**config.mk**
```make
export PLATFORM = sky130hd
export DESIGN_NAME = stp_fsm
export DESIGN_NICKNAME = d
export VERILOG_FILES = /design/src/rtl/stp_fsm_pkg.sv /design/src/rtl/stp_fsm.sv
export SDC_FILE = /design/constraint.sdc
export NUM_CORES = 1
export LEC_CHECK = 0
export ABC_AREA = 1
export CAP_MARGIN = 20
export CORE_ASPECT_RATIO = 0.5
export CORE_MARGIN = 2
export CORE_UTILIZATION = 38
export DETAILED_ROUTE_END_ITERATION = 16
export PLACE_DENSITY = 0.83
export SLEW_MARGIN = 10
export SYNTH_ARGS = -nofsm -noshare
export SYNTH_HDL_FRONTEND = slang
export SYNTH_SLANG_ARGS = --single-unit
```
**constraint.sdc**
```tcl
create_clock -name clk -period 1.5 [get_ports clk]
set_input_delay 0.3 -clock clk [delete_from_list [all_inputs] [get_ports clk]]
set_output_delay 0.3 -clock clk [all_outputs]
set_load 0.1 [all_outputs]
```
**src/rtl/stp_fsm_pkg.sv**
```systemverilog
// Shared definitions for the polynomial store (STP) and evaluate (EVP) FSMs:
// state encodings, degree limit, status codes and a ceiling-log2 helper.
package stp_fsm_pkg;

    typedef enum logic [2:0] {
        ST_IDLE,
        ST_START,
        ST_CHECK_N,
        ST_RD_COEF,
        ST_WR_COEF,
        ST_WR_N,
        ST_ERROR,
        ST_END
    } stp_state_e;

    localparam logic [4:0]  MAX_N          = 5'd10;
    localparam logic [31:0] STATUS_OK      = 32'd0;
    localparam logic [31:0] STATUS_BAD_N   = 32'd1;
    localparam logic [31:0] STATUS_IDLE    = 32'hFFFF_FFFF;

    function automatic int log2_ceil(input int value);
        int r;
        r = 0;
        while ((1 << r) < value) r++;
        return r;
    endfunction

endpackage

```
**src/rtl/stp_fsm.sv**
```systemverilog
// Polynomial store FSM: copies N+1 coefficients from the data-token buffer
// into slot A of the S RAM, then records the degree N in the N RAM.
module stp_fsm
    import stp_fsm_pkg::*;
#(
    parameter int  buffer_size = 1024,
    localparam int AW          = log2_ceil(buffer_size)
) (
    input  logic          clk,
    input  logic          rst,
    input  logic          start_stp,
    input  logic [2:0]    A,
    input  logic [4:0]    N,
    input  logic [AW-1:0] rd_addr_data,
    input  logic [15:0]   ram_out_data,
    output logic          en_rd_data,
    output logic [AW-1:0] rd_addr_data_updated,
    output logic          en_wr_S,
    output logic [2:0]    wr_addr_S_vec,
    output logic [3:0]    wr_addr_S_coef,
    output logic [15:0]   wr_data_S,
    output logic          en_wr_N,
    output logic [2:0]    wr_addr_N,
    output logic [4:0]    wr_data_N,
    output logic          done_stp,
    output logic [31:0]   status
);

    stp_state_e    state_q, state_d;
    logic [2:0]    a_q, a_d;
    logic [4:0]    n_q, n_d;
    logic [3:0]    k_q, k_d;
    logic [AW-1:0] ptr_q, ptr_d;
    logic [31:0]   status_q, status_d;

    always_ff @(posedge clk or negedge rst) begin
        if (!rst) begin
            state_q  <= ST_IDLE;
            a_q      <= '0;
            n_q      <= '0;
            k_q      <= '0;
            ptr_q    <= '0;
            status_q <= STATUS_IDLE;
        end else begin
            state_q  <= state_d;
            a_q      <= a_d;
            n_q      <= n_d;
            k_q      <= k_d;
            ptr_q    <= ptr_d;
            status_q <= status_d;
        end
    end

    // Enables and write ports are decoded from the state register; addresses
    // and data are forced to zero outside their own state.
    always_comb begin
        state_d        = state_q;
        a_d            = a_q;
        n_d            = n_q;
        k_d            = k_q;
        ptr_d          = ptr_q;
        status_d       = status_q;
        en_rd_data     = 1'b0;
        en_wr_S        = 1'b0;
        wr_addr_S_vec  = '0;
        wr_addr_S_coef = '0;
        wr_data_S      = '0;
        en_wr_N        = 1'b0;
        wr_addr_N      = '0;
        wr_data_N      = '0;
        done_stp       = 1'b0;

        case (state_q)
            ST_IDLE: begin
                if (start_stp) begin
                    state_d  = ST_START;
                    a_d      = A;
                    n_d      = N;
                    ptr_d    = rd_addr_data;
                    status_d = STATUS_IDLE;
                end
            end
            ST_START: state_d = ST_CHECK_N;
            ST_CHECK_N: begin
                if (n_q > MAX_N) begin
                    state_d = ST_ERROR;
                end else begin
                    state_d = ST_RD_COEF;
                    k_d     = '0;
                end
            end
            ST_RD_COEF: begin
                en_rd_data = 1'b1;
                state_d    = ST_WR_COEF;
            end
            ST_WR_COEF: begin
                // Read data from the previous RD_COEF cycle is valid here.
                en_wr_S        = 1'b1;
                wr_addr_S_vec  = a_q;
                wr_addr_S_coef = k_q;
                wr_data_S      = ram_out_data;
                ptr_d          = (ptr_q == AW'(buffer_size - 1)) ? '0 : ptr_q + 1'b1;
                k_d            = k_q + 4'd1;
                state_d        = ({1'b0, k_q} == n_q) ? ST_WR_N : ST_RD_COEF;
            end
            ST_WR_N: begin
                en_wr_N   = 1'b1;
                wr_addr_N = a_q;
                wr_data_N = n_q;
                status_d  = STATUS_OK;
                state_d   = ST_END;
            end
            ST_ERROR: begin
                status_d = STATUS_BAD_N;
                state_d  = ST_END;
            end
            ST_END: begin
                done_stp = 1'b1;
                state_d  = ST_IDLE;
            end
            default: state_d = ST_IDLE;
        endcase
    end

    assign rd_addr_data_updated = ptr_q;
    assign status               = status_q;

endmodule
```
; After elaboration in Yosys (flattened, before gate mapping)
; Cells that the tools add are included.
[totals]
elab_cells = 49
register_bits = 57
out_inout_bits = 77
input_bits = 37
[classes]
eq_ne = 11
reduce_logical = 9
muxes = 20
n_lt_le_gt_ge = 1
addsub = 2
[op_table]
columns = operator, count
row1 = $pmux 32 s3, 1
row2 = $mux 32, 1
row3 = $pmux 3 s7, 1
row4 = $mux 10, 2
row5 = $pmux 10 s2, 1
row6 = $mux 16, 1
row7 = $mux 3, 5
row8 = $eq 3x3->1 const B, 4
row9 = $add 10x1->10 const B, 1
row10 = $eq 10x10->1 const B, 1
row11 = $mux 4, 2
row12 = $pmux 4 s2, 1
row13 = $reduce_and 2->1, 4
row14 = $eq 3x2->1 const B, 2
row15 = $eq 4x5->1, 1
row16 = $gt 5x4->1 const B, 1
row17 = $mux 5, 1
row18 = $add 4x1->4 const B, 1
row19 = $mux 1, 4
row20 = $ne 2x2->1 const B, 2
row21 = $reduce_bool 2->1, 2
row22 = $eq 3x1->1 const B, 1
row23 = $logic_not 3->1, 1
row24 = $reduce_bool 3->1, 1
row25 = $reduce_or 2->1, 1

; Depth between registers and ports, before layout
; Gate-level depths: netlist of run 1.
[logic_depth]
depth_word = 3
mapped_depth = 10
mapped_depth_nobuf = 10

; Worst setup path after synthesis of run 1
; OpenSTA, ideal clock, no wires.
[synth_path]
path_kind = flip-flop to output port
from = reg state_q[2]
to = out wr_addr_N[0]
n_path_buf = 0
required_time_ns = 1.200
arrival_time_ns = 3.452
path_slack_ns = -2.252
stages_incl_launch_ff = 5
cell_sequence = dfrtp_1 -> inv_2 -> nor3_2 -> inv_1 -> nor2_1
[synth_via]
elab_chain_len = 2
[synth_lines]
columns = element, line_no
row1 = "start, declared", stp_fsm.sv:29  ; stp_state_e state_q, state_d;
row2 = "start signal, assigned", stp_fsm.sv:45  ; state_q <= state_d;
row3 = $eq 3x3->1, stp_fsm.sv:73  ; case (state_q)
row4 = $mux 3, stp_fsm.sv:73
row5 = "end, declared", stp_fsm.sv:23  ; output logic [2:0] wr_addr_N,
; No other way between the ends.

; Worst setup path in the final report of run 1
[layout_path]
from = reg state_q[2]
to = out wr_data_N[1]
[layout_via]
elab_chain_len = 2
[layout_lines]
columns = element, line_no
row1 = $eq 3x3->1, stp_fsm.sv:73
row2 = $mux 5, stp_fsm.sv:73
row3 = "end, declared", stp_fsm.sv:24  ; output logic [4:0] wr_data_N,
; No other way between the ends.

==> impl_metrics.yaml, run 1 <==
yosys:
  netlist_top_cells_area: "dfrtp_1 (32%), nand2_1 (13%), buf_4 (12%), nor2_1 (8.9%), inv_1 (8.7%)"
  synth_top_area_share: 0.3226
  yosysWarnings: 0
  ys_seq_area_frac: 0.3497
  syn_area_per_cell_um2: 6.805
  synth-async-reset-ratio: 1.000
  yosys_most_used_dff: "dfrtp_1"
  synth.distinct_cells: 32
  yosysMostFrequentCell: "nand2_1"
  synth_edf_count: 0
  synth_top_area_cell: "dfrtp_1"
  synth_cells: 285
  syn_area_mm2: 0.001939
  ys_top_cells_by_count: "nand2_1 (66), nor2_1 (46), inv_1 (45), buf_4 (30), dfrtp_1 (25)"
  ys_ff_latch: 27
  synth.net_count: 324
finish:
  num-fill-cells: 139
  diodes: 0
  multiInputGateArea_mm2: 0.001162
  area_growth_pct: 136.5
  fin_nets: 439
  seq_area_um2: 703.2
  layout-drive-gt1-share: 0.4812
die:
  coreArea_mm2: 0.004910
  die_w_um: 105.0
  initial_core_util: 0.3950
  io_pins: 114
  die_h_um: 54.52
  num_rows: 18
  die_area_mm2: 0.005726
routing:
  drt_iter0_markers: 307
  first_pass_iters: 8
  ant_nets: 0
  avgViaCountPerCell: 5.652
  routed_wl_um: 10730
  drc: 0
  wl_per_cell_um: 22.88
  dr_total_vias: 2651
outcome:
  violations: "setup timing"
  status: "finished, violations left"
sta:
  setup_viol_count_final: 86
  layout_setup_ws_ns: -0.3661
  worstMarginPinSlew_ns: 0.3532
  post-route-min-period_ns: 1.866
  hold_viol_final: 0
  slew_headroom: 0.7621
  maxSlewViolCount: 0
  max_freq_mhz: 535.9
  rsz0062_at_grt: "true"
  fin_skew_ns: 0.008729
  tns_ns: -18.72
  finalCritPeriodShare: 1.244
setup_path:
  arrival_ns: 1.57
  cp-end-kind: "output port"
  path_max_fanout: 8
  cp-start-kind: "flop"
  rrSetupSlack_ns: -0.22
  cp_data_required_time_ns: 1.20
  crit_type: "reg -> out"
global_route:
  grt_max_degree: 28
  grt_use_total: 0.2812
  gr-total-overflow: 0
  antenna_found_initial: 0
  grt_pass1_vias: 2414
  grt_pass1_wl_um: 12410
clock_network:
  insertion_delay_ns: 0.28
  cts_tree: "yes"
  cts_hold_buf: 0
  cts_root_buf: "clkbuf_8"
  numCtsBuffers: 3
  cts_sinks: 27
  h-tree-depth: 1
  clk_pin_slew_ns: 0.10
  cts_buffer_depth: 2
place:
  numPortBuffers: 113
  hpwl_um: 5262
  place_congestion: 0.9322
run:
  drv_cap: 0
worst_hold_path:
  hp-class: "in -> async"
-- path summary, 6_finish.rpt --
path                       startpoint                       to  cells after the start
hold / removal                    rst  rd_addr_data_updated[5]                      2
max in group asynchronous         rst                status[0]                      2
min in group clk               k_q[3]                   k_q[3]                      1
setup / recovery           state_q[2]             wr_data_N[1]                      6
setup reg to reg           state_q[1]  rd_addr_data_updated[2]                      7
hold reg to reg                k_q[3]                   k_q[3]                      1
-- layout make-up --
cell class	instances	share of cell area
sequential	27	0.1533
timing repair buffer	145	0.5207
clock buffer	3	0.009002
clock inverter	1	0.001637
multi-input combinational	174	0.2534
inverter	49	0.04283
tap	70	0.01909
-- per-layer routing --
| metal | GRT usage | share of wire |
|---|---|---|
| met3 | 0.08452 | 0.12 |
| met1 | 0.3343 | 0.36 |
| met4 | 0.07556 | 0.060 |
| met2 | 0.5152 | 0.47 |
| met5 | 0 | 0 |
-- timing repair --
item / 4_1_cts / 5_1_grt
cloned: 3 / 1
buffers inserted: 12 / 7
pin swaps: 7 / 12
gates resized for setup: 35 / 25
setup endpoints to repair: 70 / 91
-- cells by family after synthesis --
| kind of cell | count (synthesis) | share of synthesized area |
|---|---|---|
| simple gates | 137 | 0.3045 |
| xor+xnor | 2 | 0.009034 |
| fa+ha+maj | 2 | 0.01290 |
| buf+inv | 84 | 0.2303 |
| compound gates | 33 | 0.09355 |
| flops | 27 | 0.3497 |
-- registers in the layout, indices dropped and copies added, names as in the netlist --
| register | count |
|---|---|
| n_q | 5 |
| rd_addr_data_updated | 10 |
| status | 2 |
| state_q | 3 |
| a_q | 3 |
| k_q | 4 |
-- layout by cell type (no fill, tap or decap), types with 2 or more instances in the layout --
cell             count
a21oi_1              4
buf_12              73
buf_16              13
buf_4               18
buf_6                3
clkbuf_8             3
clkdlybuf4s50_1     36
dfrtp_1             12
dfrtp_2             11
dfrtp_4              2
inv_1               42
inv_2                4
inv_4                2
nand2_1             62
nand2_2              3
nand2_4              4
nand3_1              8
nand3_2              2
nand4_1              3
nor2_1              11
nor2_4              37
nor3_2               2
nor3_4               2
o211ai_1             2
o21ai_0             17
o21ai_1              2
o21ai_2              2
-- worst max-delay path: stages (launching register included) --
cell and delay, ns:
dfrtp_2 0.41, inv_2 0.09, nor3_4 0.23, inv_2 0.08, buf_12 0.16, nor2_4 0.12, buf_12 0.18
-- stage by stage --
stage / area [um^2] / setup WS, ns / instances / util / hold WS [ns]
6_report: 4587 / -0.3661 / 469 / 0.9343 / 0.4004
5_1_grt: 4587 / -0.4015 / 469 / 0.9343 / 0.4226
4_1_cts: 4463 / -0.2907 / 463 / 0.9090 / 0.3877
3_5_place_dp: 4080 / -0.1240 / 445 / 0.8310 / 0.4674
3_3_place_gp: 4080 / -0.02974 / 445 / 0.8310 / 0.4570
2_1_floorplan: 2580 / -1.303 / 285 / - / 0.004409
Power of run 1 is not shown: default switching activity piles up to over one toggle a cycle in this logic, so the estimate is an artifact.
==> inputs of run 2 (changes only) <==
--- a/config.mk
+++ b/config.mk
@@ -11,7 +11,8 @@
 export CORE_MARGIN = 2
 export CORE_UTILIZATION = 38
 export DETAILED_ROUTE_END_ITERATION = 16
-export PLACE_DENSITY = 0.83
+export PLACE_DENSITY_LB_ADDON = 0.2
+export RECOVER_POWER = 25
 export SLEW_MARGIN = 10
 export SYNTH_ARGS = -nofsm -noshare
 export SYNTH_HDL_FRONTEND = slang
==> run 2 against run 1 <==
Critical path depth did not move. Clock skew shrank 0.0035 ns. Cell count grew 0.43%. Die area did not move. Clock-buffer cell count increased by 1. Design area rose by 0.85%. Wire length up 1.9%. Core utilization rose by 0.79 points. The flow still finishes with violations (setup timing). Via count is 3.6% higher.
==> impl_metrics.yaml, run 2 (synthesis gave the netlist of run 1 again) <==
clock_network:
  cts_tree: "yes"
  cts_hold_buf: 0
  h-tree-depth: 1
  cts_root_buf: "clkbuf_8"
  clk_pin_slew_ns: 0.09
  insertion_delay_ns: 0.29
  cts_sinks: 27
  numCtsBuffers: 3
  cts_buffer_depth: 2
global_route:
  grt_max_degree: 28
  grt_pass1_wl_um: 12910
  grt_pass1_vias: 2533
  gr-total-overflow: 0
  antenna_found_initial: 0
  grt_use_total: 0.2969
outcome:
  status: "finished, violations left"
  violations: "setup timing"
setup_path:
  cp-end-kind: "output port"
  crit_type: "reg -> out"
  critPathLaunch: "state_q[0]"
  cp_data_required_time_ns: 1.20
  cp-start-kind: "flop"
  rr_startpoint: "state_q[0]"
  path_max_fanout: 8
  arrival_ns: 1.61
routing:
  drt_iter0_markers: 268
  drc: 0
  ant_nets: 0
  routed_wl_um: 10930
  wl_per_cell_um: 23.21
  first_pass_iters: 5
  dr_total_vias: 2746
  avgViaCountPerCell: 5.830
die:
  initial_core_util: 0.3950
  coreArea_mm2: 0.004910
  die_h_um: 54.52
  io_pins: 114
  die_w_um: 105.0
  num_rows: 18
  die_area_mm2: 0.005726
sta:
  setup_viol_count_final: 80
  post-route-min-period_ns: 1.912
  finalCritPeriodShare: 1.275
  rsz0062_at_grt: "true"
  hold_viol_final: 0
  max_freq_mhz: 523.1
  layout_setup_ws_ns: -0.4119
  hold_slack_ns: 0.5313
  fin_skew_ns: 0.005192
  slew_headroom: 0.5222
  worstMarginPinSlew_ns: 0.7167
  maxSlewViolCount: 0
finish:
  post-route-util: 0.9422
  diodes: 0
  layout-drive-gt1-share: 0.4988
  area_growth_pct: 138.5
  fin_nets: 441
  final_cell_mix: "buf_12 (76), nand2_1 (60), inv_1 (41), nor2_4 (36), clkdlybuf4s50_1 (35)"
  final_common_cell: "buf_12"
  largest_register_ffs: 10
  num-fill-cells: 120
place:
  place_congestion: 0.8744
  numPortBuffers: 113
  hpwl_um: 5134
run:
  drv_cap: 0
worst_hold_path:
  hp-class: "reg -> reg"
  min_from: "k_q[3]"
## run 2: metal layers
metal  global-route usage  vias up  wire [um]
met3              0.09881      102       1275
met1               0.3249     1272       3647
li1                     -     1071          -
met4              0.08889        0        966
met5                    0        -          0
met2               0.5725      301       5044
## run 2: timing repair
item,CTS,global route
resized for setup,30,46
gates cloned,3,2
hold endpoints to repair,0,0
setup buffers,12,11
setup endpoints to repair,70,77
pin swaps,6,15
## run 2: cell type report
type                            count  area, um^2  area share
Timing Repair Buffer              147        2384      0.5153
Inverter                           49       201.4     0.04355
Multi-Input combinational cell    174        1205      0.2605
Clock buffer                        4       45.04    0.009738
Tap cell                           70       87.58     0.01893
Sequential cell                    27       703.2      0.1520
## run 2: critical path: stages (launching register included)
cell	delay [ns]
dfrtp_2	0.44
inv_2	0.08
nor3_4	0.24
inv_2	0.09
buf_12	0.16
nor2_4	0.12
buf_12	0.18
## run 2: worst paths after layout
path / cells past startpoint / endpoint / slack [ns]
worst max register to register: 8 / rd_addr_data_updated[8] / -0.28
worst min-delay path: 1 / k_q[3] / 0.53
worst max-delay path: 6 / wr_addr_N[0] / -0.41
worst min register to register: 1 / k_q[3] / 0.53
max in group asynchronous: 2 / rd_addr_data_updated[1] / 0.39
min in group asynchronous: 2 / rd_addr_data_updated[0] / 0.58
## run 2: stage by stage
stage,TNS (ns),cells,worst slack (ns),instance area [um^2]
2_1_floorplan,-24.60,285,-1.303,2580
3_3_place_gp,0,444,0.02044,4085
3_5_place_dp,-0.06434,444,-0.03076,4085
4_1_cts,-13.93,463,-0.2891,4433
5_1_grt,-19.86,471,-0.4176,4626
6_report,-18.13,471,-0.4119,4626
Power of run 2 is left out for the same reason.
==> inputs of run 3 (changes only) <==
--- a/config.mk
+++ b/config.mk
@@ -11,6 +11,7 @@
 export CORE_MARGIN = 2
 export CORE_UTILIZATION = 38
 export DETAILED_ROUTE_END_ITERATION = 16
+export GPL_TIMING_DRIVEN = 0
 export PLACE_DENSITY_LB_ADDON = 0.2
 export RECOVER_POWER = 25
 export SLEW_MARGIN = 10
==> run 3 against run 2 <==
The flow now stops in clock tree synthesis. Area after synthesis stayed put. Synthesized cell count did not move.
==> impl_metrics.yaml, run 3 <==
clock_network:
  cts_buffer_depth: 2
  cts_hold_buf: 0
  cts_root_buf: "clkbuf_8"
  post_cts_buffers: 19
  numCtsBuffers: 3
  cts_sinks: 27
  h-tree-depth: 1
  cts_resized: 670
yosys:
  synth_compound_area_frac: 0.09355
  synth_edf_count: 0
  netlist_top_cells_area: "dfrtp_1 (32%), nand2_1 (13%), buf_4 (12%), nor2_1 (8.9%), inv_1 (8.7%)"
  synth_top_area_share: 0.3226
  ys_seq_area_frac: 0.3497
  synth_top_family_by_area: "simple AND/OR/NAND/NOR gates"
  synth-simple-area-share: 0.3045
  yosys_most_used_dff: "dfrtp_1"
  synth_xor_area_frac: 0.009032
  yosysWarnings: 0
  synth_top_area_cell: "dfrtp_1"
  syn_area_mm2: 0.001939
  yosysMostFrequentCell: "nand2_1"
  yosys.area_share.adder: 0.01290
  synth.distinct_cells: 32
  ys_ff_latch: 27
  synth_cells: 285
  synth.net_count: 324
  synthMuxAreaShare: 0
  synth-async-reset-ratio: 1.000
  ys_top_cells_by_count: "nand2_1 (66), nor2_1 (46), inv_1 (45), buf_4 (30), dfrtp_1 (25)"
  syn_area_per_cell_um2: 6.805
place:
  place_congestion: 0.8579
  dpl_worst_slack_ns: -1.224
  hpwl_um: 4737
  numPortBuffers: 113
  dp.cells: 469
outcome:
  status: "aborted with a tool error"
  tool.error: "[ERROR DPL-0033] detailed placement checks failed during check placement."
  lastStage: "clock tree synthesis"
die:
  io_pins: 114
  num_rows: 18
  die_w_um: 105.0
  initial_core_util: 0.3950
  die_h_um: 54.52
run 3: cell counts after synthesis:
No cell type changed its count.
run 3: per-stage QoR:
stage,instance area (um^2),util
2_1_floorplan,2580,-
3_3_place_gp,3799,0.7737
3_5_place_dp,3826,0.7793
run 3: cell families after synthesis:
logic type      Yosys count
fa+ha+maj                 2
xor+xnor                  2
flops                    27
buf+inv                  84
compound gates           33
simple gates            137
==> inputs of run 4 (changes only) <==
--- a/config.mk
+++ b/config.mk
@@ -7,12 +7,11 @@
 export LEC_CHECK = 0
 export ABC_AREA = 1
 export CAP_MARGIN = 20
-export CORE_ASPECT_RATIO = 0.5
 export CORE_MARGIN = 2
-export CORE_UTILIZATION = 38
+export CORE_UTILIZATION = 35
 export DETAILED_ROUTE_END_ITERATION = 16
 export GPL_TIMING_DRIVEN = 0
-export PLACE_DENSITY_LB_ADDON = 0.2
+export PLACE_DENSITY_LB_ADDON = 0.15
 export RECOVER_POWER = 25
 export SLEW_MARGIN = 10
 export SYNTH_ARGS = -nofsm -noshare
==> run 4 against run 3 <==
The flow now finishes, with violations (setup timing).
==> impl_metrics.yaml, run 4 (synthesis gave the netlist of run 1 again) <==
place:
  hpwl_um: 4483
  dp.cells: 471
  place_congestion: 0.8684
  numPortBuffers: 113
outcome:
  violations: "setup timing"
  status: "finished, violations left"
clock_network:
  numCtsBuffers: 3
  clk_pin_slew_ns: 0.12
  cts_root_buf: "clkbuf_8"
  cts_buffer_depth: 2
  cts_hold_buf: 0
  cts_tree: "yes"
  h-tree-depth: 1
  cts_sinks: 27
  insertion_delay_ns: 0.29
sta:
  hold_viol_final: 0
  rsz0062_at_grt: "true"
  slew_headroom: 0.5721
  max_freq_mhz: 491.5
  worstMarginPinSlew_ns: 0.6352
  fin_skew_ns: 0.02069
  post-route-min-period_ns: 2.035
  setup_viol_count_final: 89
  tns_ns: -25.16
  maxSlewViolCount: 0
  layout_setup_ws_ns: -0.5347
  finalCritPeriodShare: 1.356
global_route:
  grt_pass1_wl_um: 14610
  grt_pass1_vias: 2696
  grt_use_total: 0.3113
  gr-total-overflow: 0
  grt_max_degree: 18
  antenna_found_initial: 0
routing:
  dr_total_vias: 2662
  wl_per_cell_um: 21.44
  routed_wl_um: 10870
  drc: 0
  avgViaCountPerCell: 5.250
  ant_nets: 0
  drt_iter0_markers: 220
  first_pass_iters: 7
die:
  initial_core_util: 0.3566
  die_area_mm2: 0.006153
  die_w_um: 78.44
  die_h_um: 78.44
  coreArea_mm2: 0.005439
  io_pins: 114
  num_rows: 27
setup_path:
  cp-end-kind: "output port"
  cp-start-kind: "flop"
  path_max_fanout: 8
  crit_path_end: "wr_data_N[3]"
  rrSetupSlack_ns: -0.32
  reg2reg_depth: 9
  rr_startpoint: "state_q[2]"
  worstReg2RegEnd: "rd_addr_data_updated[2]"
  arrival_ns: 1.73
  cp_data_required_time_ns: 1.20
  critPathLaunch: "state_q[2]"
  crit_type: "reg -> out"
run:
  drv_cap: 0
finish:
  largest_register_ffs: 10
  layout-drive-gt1-share: 0.5080
  fin_nets: 475
  diodes: 0
  layoutNonFillerInstCount: 507
  area_growth_pct: 155.5
  final_cell_mix: "buf_12 (88), nand2_1 (62), inv_1 (42), nor2_4 (37), clkdlybuf4s50_1 (35)"
  final_common_cell: "buf_12"
worst_hold_path:
  hp-class: "in -> async"
[run 4: cell type report]
cell class | count | area (um^2)
Buffer | 25 | 464.2
Clock buffer | 3 | 41.29
Clock inverter | 1 | 7.507
Fill cell | 174 | 484.2
Inverter | 49 | 205.2
Multi-Input combinational cell | 174 | 1140
Sequential cell | 27 | 703.2
Tap cell | 72 | 90.09
Timing Repair Buffer | 156 | 2303
[run 4: worst min path at each step]
stage / to / slack (ns) / cells after the start
after CTS: k_q[0] / 0.40 / 1
after global placement: k_q[3] / 0.45 / 1
final: state_q[0] / 0.45 / 1
after global routing: k_q[3] / 0.47 / 1
after floorplan: a_q[0] / 0.004 / 0
after detailed placement: k_q[3] / 0.47 / 1
[run 4: through the flow]
step | hold WS (ns) | area, um^2 | worst slack [ns] | utilization
3_3_place_gp | 0.4525 | 3801 | -1.207 | 0.6989
2_1_floorplan | 0.004409 | 2580 | -1.303 | -
4_1_cts | 0.3982 | 4802 | -0.4684 | 0.8829
6_report | 0.4535 | 4955 | -0.5347 | 0.9110
3_5_place_dp | 0.4671 | 3829 | -1.228 | 0.7039
5_1_grt | 0.4734 | 4955 | -0.5836 | 0.9110
[run 4: what timing repair did]
action / 4_1_cts / 5_1_grt
pin swaps: 6 / 11
gates cloned: 3 / 1
buffers inserted: 18 / 24
resized for setup: 672 / 42
endpoints found under the setup margin: 77 / 80
[run 4: metal layers]
| metal | GRT usage | vias up | wire, um | part of all wire |
|---|---|---|---|---|
| met5 | 0 | - | 0 | 0 |
| met4 | 0.1421 | 0 | 599 | 0.055 |
| met3 | 0.04368 | 50 | 696 | 0.064 |
| met2 | 0.6052 | 181 | 5901 | 0.54 |
| met1 | 0.3274 | 1282 | 3673 | 0.34 |
| li1 | - | 1149 | - | - |
[run 4: critical path: stages, from the launching register on]
cell and delay [ns]:
dfrtp_2 0.49, inv_4 0.07, nor3_4 0.26, clkinvlp_4 0.15
buf_12 0.17, nor2_4 0.13, buf_12 0.18
Power of run 4 is left out for the same reason.
